==> src/rtl/sqrt_pipelined_hs_if.sv <==
// sqrt_pipelined_hs_if: radicand/result valid-ready bundle.
// master = producer/consumer side, slave = the square-root unit.
interface sqrt_pipelined_hs_if #(
    parameter int INPUT_BITS = 16,
    parameter int FRAC_BITS  = 0,
    parameter int TAG_BITS   = 1
);
    localparam int RW = INPUT_BITS + (INPUT_BITS % 2) + 2 * FRAC_BITS;
    localparam int N  = RW / 2;

    logic                  in_valid;
    logic                  in_ready;
    logic [INPUT_BITS-1:0] radicand;
    logic [TAG_BITS-1:0]   in_tag;
    logic                  out_valid;
    logic                  out_ready;
    logic [N-1:0]          root;
    logic [N:0]            remainder;
    logic [TAG_BITS-1:0]   out_tag;

    modport master (
        output in_valid, radicand, in_tag, out_ready,
        input  in_ready, out_valid, root, remainder, out_tag
    );

    modport slave (
        input  in_valid, radicand, in_tag, out_ready,
        output in_ready, out_valid, root, remainder, out_tag
    );
endinterface

==> src/rtl/sqrt_pipelined_hs.sv <==
// sqrt_pipelined_hs: N-stage digit-by-digit fixed-point square root
// with global-stall valid/ready. Define SQRT_ROUND_EN to round the root.
module sqrt_pipelined_hs #(
    parameter int INPUT_BITS = 16,
    parameter int FRAC_BITS  = 0,
    parameter int TAG_BITS   = 1
) (
    input logic                clk,
    input logic                reset_n,
    sqrt_pipelined_hs_if.slave bus
);
    localparam int RW  = INPUT_BITS + (INPUT_BITS % 2) + 2 * FRAC_BITS;
    localparam int N   = RW / 2;
    localparam int RMW = N + 2;

    logic                vld_q  [N];
    logic [RW-1:0]       rad_q  [N];
    logic [N-1:0]        root_q [N];
    logic [RMW-1:0]      rem_q  [N];
    logic [TAG_BITS-1:0] tag_q  [N];

    logic                vld_d  [N];
    logic [RW-1:0]       rad_d  [N];
    logic [N-1:0]        root_d [N];
    logic [RMW-1:0]      rem_d  [N];
    logic [TAG_BITS-1:0] tag_d  [N];

    logic                src_vld  [N];
    logic [RW-1:0]       src_rad  [N];
    logic [N-1:0]        src_root [N];
    logic [N-1:0]        src_rem  [N];
    logic [TAG_BITS-1:0] src_tag  [N];

    logic          advance;
    logic [RW-1:0] rad_ext;
    logic          unused_bits;

    assign advance      = !vld_q[N-1] || bus.out_ready;
    assign bus.in_ready = advance;
    assign rad_ext      = RW'(bus.radicand) << (2 * FRAC_BITS);

    assign bus.out_valid = vld_q[N-1];
    assign bus.root      = root_q[N-1];
    assign bus.remainder = rem_q[N-1][N:0];
    assign bus.out_tag   = tag_q[N-1];

    assign unused_bits = ^{rad_q[N-1], rem_q[N-1][N+1]};

    // Stage sources: stage 1 from the inputs, later stages from the
    // previous register. Remainders entering any stage fit in N bits.
    always_comb begin
        src_vld[0]  = bus.in_valid;
        src_rad[0]  = rad_ext;
        src_root[0] = '0;
        src_rem[0]  = '0;
        src_tag[0]  = bus.in_tag;
        for (int k = 1; k < N; k++) begin
            src_vld[k]  = vld_q[k-1];
            src_rad[k]  = rad_q[k-1];
            src_root[k] = root_q[k-1];
            src_rem[k]  = rem_q[k-1][N-1:0];
            src_tag[k]  = tag_q[k-1];
        end
    end

    // One root digit per stage; the last stage optionally rounds.
    always_comb begin
        logic [RMW-1:0] cur;
        logic [RMW-1:0] trial;
        logic           take;
        for (int k = 0; k < N; k++) begin
            cur   = {src_rem[k], src_rad[k][RW-1 -: 2]};
            trial = {src_root[k], 2'b01};
            take  = (trial <= cur);
            vld_d[k]  = src_vld[k];
            tag_d[k]  = src_tag[k];
            rad_d[k]  = src_rad[k] << 2;
            rem_d[k]  = take ? (cur - trial) : cur;
            root_d[k] = N'({src_root[k], take});
        end
`ifdef SQRT_ROUND_EN
        if ((rem_d[N-1] > RMW'(root_d[N-1])) && !(&root_d[N-1]))
            root_d[N-1] = root_d[N-1] + N'(1);
`endif
    end

    // Global stall: all stages move together; bubbles keep old data.
    always_ff @(posedge clk or negedge reset_n) begin
        if (!reset_n) begin
            for (int k = 0; k < N; k++) begin
                vld_q[k]  <= 1'b0;
                rad_q[k]  <= '0;
                root_q[k] <= '0;
                rem_q[k]  <= '0;
                tag_q[k]  <= '0;
            end
        end else if (advance) begin
            for (int k = 0; k < N; k++) begin
                vld_q[k] <= vld_d[k];
                if (vld_d[k]) begin
                    rad_q[k]  <= rad_d[k];
                    root_q[k] <= root_d[k];
                    rem_q[k]  <= rem_d[k];
                    tag_q[k]  <= tag_d[k];
                end
            end
        end
    end
endmodule

==> src/flat_wrapper.sv <==
// flat-port wrapper written by rule: the top's interface ports become plain ports
module sqrt_pipelined_hs_flat 
#(
    parameter int INPUT_BITS = 16,
    parameter int FRAC_BITS  = 0,
    parameter int TAG_BITS   = 1
)
  (clk, reset_n, bus_in_valid, bus_radicand, bus_in_tag, bus_out_ready, bus_in_ready, bus_out_valid, bus_root, bus_remainder, bus_out_tag);
  sqrt_pipelined_hs_if #(.INPUT_BITS(INPUT_BITS), .FRAC_BITS(FRAC_BITS), .TAG_BITS(TAG_BITS)) bus_i ();
  input logic clk;
  input logic reset_n;
  input wire logic [$bits(bus_i.in_valid)-1:0] bus_in_valid;
  input wire logic [$bits(bus_i.radicand)-1:0] bus_radicand;
  input wire logic [$bits(bus_i.in_tag)-1:0] bus_in_tag;
  input wire logic [$bits(bus_i.out_ready)-1:0] bus_out_ready;
  output wire logic [$bits(bus_i.in_ready)-1:0] bus_in_ready;
  output wire logic [$bits(bus_i.out_valid)-1:0] bus_out_valid;
  output wire logic [$bits(bus_i.root)-1:0] bus_root;
  output wire logic [$bits(bus_i.remainder)-1:0] bus_remainder;
  output wire logic [$bits(bus_i.out_tag)-1:0] bus_out_tag;
  assign bus_i.in_valid = bus_in_valid;
  assign bus_i.radicand = bus_radicand;
  assign bus_i.in_tag = bus_in_tag;
  assign bus_i.out_ready = bus_out_ready;
  assign bus_in_ready = bus_i.in_ready;
  assign bus_out_valid = bus_i.out_valid;
  assign bus_root = bus_i.root;
  assign bus_remainder = bus_i.remainder;
  assign bus_out_tag = bus_i.out_tag;
  sqrt_pipelined_hs #(.INPUT_BITS(INPUT_BITS), .FRAC_BITS(FRAC_BITS), .TAG_BITS(TAG_BITS)) u_core (.clk(clk), .reset_n(reset_n), .bus(bus_i));
endmodule
==> config.mk <==
export PLATFORM = sky130hd
export DESIGN_NAME = sqrt_pipelined_hs_flat
export DESIGN_NICKNAME = d
export VERILOG_FILES = /design/src/rtl/sqrt_pipelined_hs_if.sv /design/src/rtl/sqrt_pipelined_hs.sv /design/src/flat_wrapper.sv
export SDC_FILE = /design/constraint.sdc
export NUM_CORES = 1
export LEC_CHECK = 0
export ABC_CLOCK_PERIOD_IN_PS = 6350
export CAP_MARGIN = 20
export CORE_ASPECT_RATIO = 0.8
export CORE_UTILIZATION = 50
export CTS_BUF_LIST = sky130_fd_sc_hd__clkbuf_16
export DETAILED_ROUTE_END_ITERATION = 7
export PLACE_DENSITY = 0.71
export RECOVER_POWER = 100
export SLEW_MARGIN = 5
export SYNTH_ARGS = -nofsm -noshare
export SYNTH_HDL_FRONTEND = slang
export SYNTH_SLANG_ARGS = --single-unit
==> constraint.sdc <==
create_clock -name clk -period 6.35 [get_ports clk]
set_clock_uncertainty 0.15 [all_clocks]
set_input_delay 0.635 -clock clk [delete_from_list [all_inputs] [get_ports clk]]
set_output_delay 0.635 -clock clk [all_outputs]
set_load 0.05 [all_outputs]
# Word-level counts from Yosys, hierarchy flattened
# Index checks and enable logic that the tools add are counted.
# W data, S select, Z words.
# classes
n_reduce_logical,10
n_mux,8
magnitude_cmp,8
addsub,8
# op_table
cell,count
$mux W8,7
$reduce_and A2 Y1,8
$le A3 B10 Y1,1
$le A4 B10 Y1,1
$le A5 B10 Y1,1
$le A6 B10 Y1,1
$le A7 B10 Y1,1
$le A8 B10 Y1,1
$le A9 B10 Y1,1
$mux W9,1
$sub A9 B9 Y9,1
$sub A8 B3 Y8,1
$sub A8 B4 Y8,1
$sub A8 B5 Y8,1
$sub A8 B6 Y8,1
$sub A8 B7 Y8,1
$sub A8 B8 Y8,1
$sub A2 B1 Y3 const B,1
$le A1 B2 Y1 const A,1
$logic_not A1 Y1,1
$logic_or A1 B1 Y1,1
# word_totals
output_inout_bits,20
wordCells,73
regBits,173
in_bits,21

# Logic depth before layout (Yosys ltp)
# depth
word_depth,3
mapped_depth,9
mapped_depth_nobuf,8

# Worst setup path after synthesis
# No wires, ideal clock.
# synth_timing
path_type,reg-to-reg
from,"register u_core.vld_q, in the netlist u_core.bus.out_valid"
to,"register u_core.rad_q, in the netlist u_core.rad_d[46]"
path_buffers,3
setup_time_ns,0.125
required_ns,6.075
path_slack_ns,3.573
synth_period_minus_slack_ns,2.777
path_stages_with_launch,8
arrival_ns,2.503
path_cell_list,dfrtp_1 -> nor2b_1 -> clkbuf_1 -> inv_1 -> buf_1 -> nand2_1 -> clkbuf_1 -> mux2_2
# synth_via
elab_chain_cells,3
# synth_lines
item,line_no,source
start: declaration,sqrt_pipelined_hs.sv:16,logic vld_q [N];
start signal: indexed assignment,sqrt_pipelined_hs.sv:99,vld_q[k] <= vld_d[k];
$logic_not A1 Y1,sqrt_pipelined_hs.sv:38,assign advance = !vld_q[N-1] || bus.out_ready;
$logic_or A1 B1 Y1,sqrt_pipelined_hs.sv:38,
net bus_in_ready,flat_wrapper.sv:16,output wire logic [$bits(bus_i.in_ready)-1:0] bus_in_ready;
$reduce_and A2 Y1 (no source line),-,
end signal: indexed assignment,sqrt_pipelined_hs.sv:101,rad_q[k] <= rad_d[k];
end: declaration,sqrt_pipelined_hs.sv:17,logic [RW-1:0] rad_q [N];
# The timed path passes the listed nets, and every way through them passes these cells.
# A chain may end at the register's enable or synchronous reset.

# Worst setup path in the final report
# layout_timing
from,input port bus_out_ready
to,output port bus_in_ready
# layout_via
elab_chain_cells,1
# layout_lines
item,line_no,source
start: declaration,flat_wrapper.sv:15,input wire logic [$bits(bus_i.out_ready)-1:0] bus_out_ready;
$logic_or A1 B1 Y1,sqrt_pipelined_hs.sv:38,
end: declaration,flat_wrapper.sv:16,
# No other way between the ends.

==> impl_metrics.toml <==
[outcome]
status = "complete, but fails checks"
violations = "capacitance limit, slew limit"

[clocking]
cts_buffer_depth = 2
cts.sinks = 168
cts_setup_buffers = 0
ctsResizeCount = 0
clkLatencyLatePin_ns = 0.42
cts_max_level = 4
root_buffer = "clkbuf_16"
clk_pin_slew_ns = 0.07
numCtsBuffers = 17
cts_tree = "done"
cts_hold_buf = 0

[min_path]
hold_path.class = "in2async"

[layout]
antenna_cells = 0
synthToLayoutAreaGrowth_pct = 12.34
drive_gt1_share_pct = 11.80
nets = 993

[detailed_routing]
vias = 6008
wirelength_um = 15960
route.detailed.wl_per_inst_um = 13.89
drc = 0
drt-pass1-iter-count = 5
antenna_left = 0
via_per_inst = 5.229
drtIter0Drc = 337

[synthesis]
synth_seq_area_share_pct = 47.55
yosysWarnings = 0
synth.avg_cell_area_um2 = 9.967
synthDistinctLibCells = 53
synth_fp_nets = 969
netlist_instances = 887
async_flop_share_pct = 100.0
syn_area_mm2 = 0.008841
synth-main-ff-cell = "dfrtp_1"
synth_edf_count = 0
ys_ff_latch = 168

[global_routing]
top_usage_layer = "met2"
antenna_found_initial = 0
grt_pass1_wl_um = 27590
grt_overflow = 0
first_global_vias = 5692
met3_usage_pct = 4.323
grt.met1_usage_pct = 28.04
grt_max_degree = 87
grt.met2_usage_pct = 29.03
grt_usage_pct = 19.18

[setup_path]
cp-start-kind = "primary input"
end_kind = "output port"
path_class = "in2out"
required_ns = 5.56
critical_path_arrival_ns = 3.05
r2r_setup_slack_ns = 3.10
critPathMaxFanout = 15

[placed_design]
port_buffers = 40
preCtsSetupSlack_ns = 2.724
hpwl_um = 11390
gp_congestion = 0.8238

[sta]
fin_crit_sh_pct = 60.35
setup_viol = 0
max_slew_margin_pct = -30.26
setup_tns_ns = 0
rsz0062_at_grt = "no"
finalCriticalPeriod_ns = 3.832
fmax_ghz = 0.2610
hold_viol = 0
slew_violations = 35
worst_slack_ns = 2.518
worstMarginPinSlew_ns = 1.954

[floorplanning]
dieArea_mm2 = 0.01822
core.rowCount = 43
start_util_pct = 51.03
die_y_um = 120.9
die-width_um = 150.7
fp.coreArea_mm2 = 0.01732
ioPinCount = 41

[flow_run]
drv_cap = 1
-- critical path: stages --
cell and delay (ns):
dlygate4sd3_1 0.53, nor2b_1 0.55, inv_1 0.44, dlygate4sd3_1 0.88
-- area by class of cell --
class | count | area (µm²)
fill | 1546 | 7392
sequential | 168 | 4204
multi-input combinational | 603 | 4165
timing repair buffer | 45 | 447.9
clock buffer | 17 | 425.4
inverter | 76 | 285.3
tap | 225 | 281.5
clock inverter | 15 | 122.6
-- metal layers --
metal	wire length (µm)	part of all wire, %
met5	0	0
met4	108	0.68
met2	7000	44
met1	8288	52
met3	557	3.5
-- cell usage after synthesis, drive strengths merged (10+ instances only) --
master	count	share of area, %
xnor2	20	2.0
mux2	67	8.5
nor3	17	0.96
clkbuf	26	1.1
nand2	120	5.1
ha	61	8.6
nand2b	17	1.2
o21a	10	0.85
inv	76	3.2
o21ai	106	6.0
nor2	42	1.8
buf	14	1.0
mux2i	22	2.5
a21oi	41	2.4
xor2	12	1.2
dfrtp	168	48
-- state kept, by name, indices dropped and copies added (netlist names), 7 cells and up --
name	cells
u_core.rad_d	42
u_core.src_tag	7
u_core.root_d	28
u_core.src_vld	7
u_core.bus.root	8
u_core.rad_q	14
u_core.rem_q	51
u_core.bus.remainder	9
-- kinds of logic after synthesis --
family / share of synthesized area (%)
buf+inv: 5.335
compound gates: 12.16
simple gates: 12.13
xor+xnor: 3.170
mux: 11.02
fa+ha+maj: 8.633
flops: 47.55
-- layout by cell type, fill, tap and decap left out, types with 4 or more instances in the layout --
cell / instances
clkdlybuf4s50_1: 18
mux2_2: 67
xor2_1: 12
o21a_1: 10
nor2b_1: 8
dlygate4sd3_1: 21
xnor2_1: 20
nor3_1: 17
o21ai_0: 104
dfrtp_1: 168
inv_1: 77
ha_1: 61
clkbuf_16: 17
nand3b_1: 6
a21oi_1: 39
clkinv_2: 4
nand2b_1: 17
or3_1: 5
nor2_1: 42
nand2_1: 120
nand3_1: 6
mux2i_1: 22
-- through the flow --
stage | hold slack [ns] | instance area (µm²) | util (%) | instances
global placement | 0.3081 | 9360 | 54.03 | 1115
CTS | 0.1391 | 9908 | 57.19 | 1147
finish | 0.09879 | 9932 | 57.33 | 1149
detailed placement | 0.3141 | 9360 | 54.03 | 1115
floorplan | 0.1894 | 8841 | - | 887
global route | 0.1691 | 9932 | 57.33 | 1149
-- path summary, 6_finish.rpt --
path | endpoint | startpoint | cells after the start
max in group asynchronous | u_core.rad_d[86]$_DFFE_PN0P_ | reset_n | 2
worst min-delay path | u_core.bus.remainder[7]$_DFFE_PN0P_ | reset_n | 1
worst min register to register | u_core.bus.root[6]$_DFFE_PN0P_ | u_core.bus.root[6]$_DFFE_PN0P_ | 2
worst max-delay path | bus_in_ready | bus_out_ready | 4
worst max register to register | u_core.rad_q[94]$_DFFE_PN0P_ | u_core.bus.out_valid$_DFFE_PN0N_ | 5
min in group clk | u_core.bus.root[6]$_DFFE_PN0P_ | u_core.bus.root[6]$_DFFE_PN0P_ | 2
Power is not shown: default switching activity piles up to over one toggle a cycle in this logic, so the estimate is an artifact.
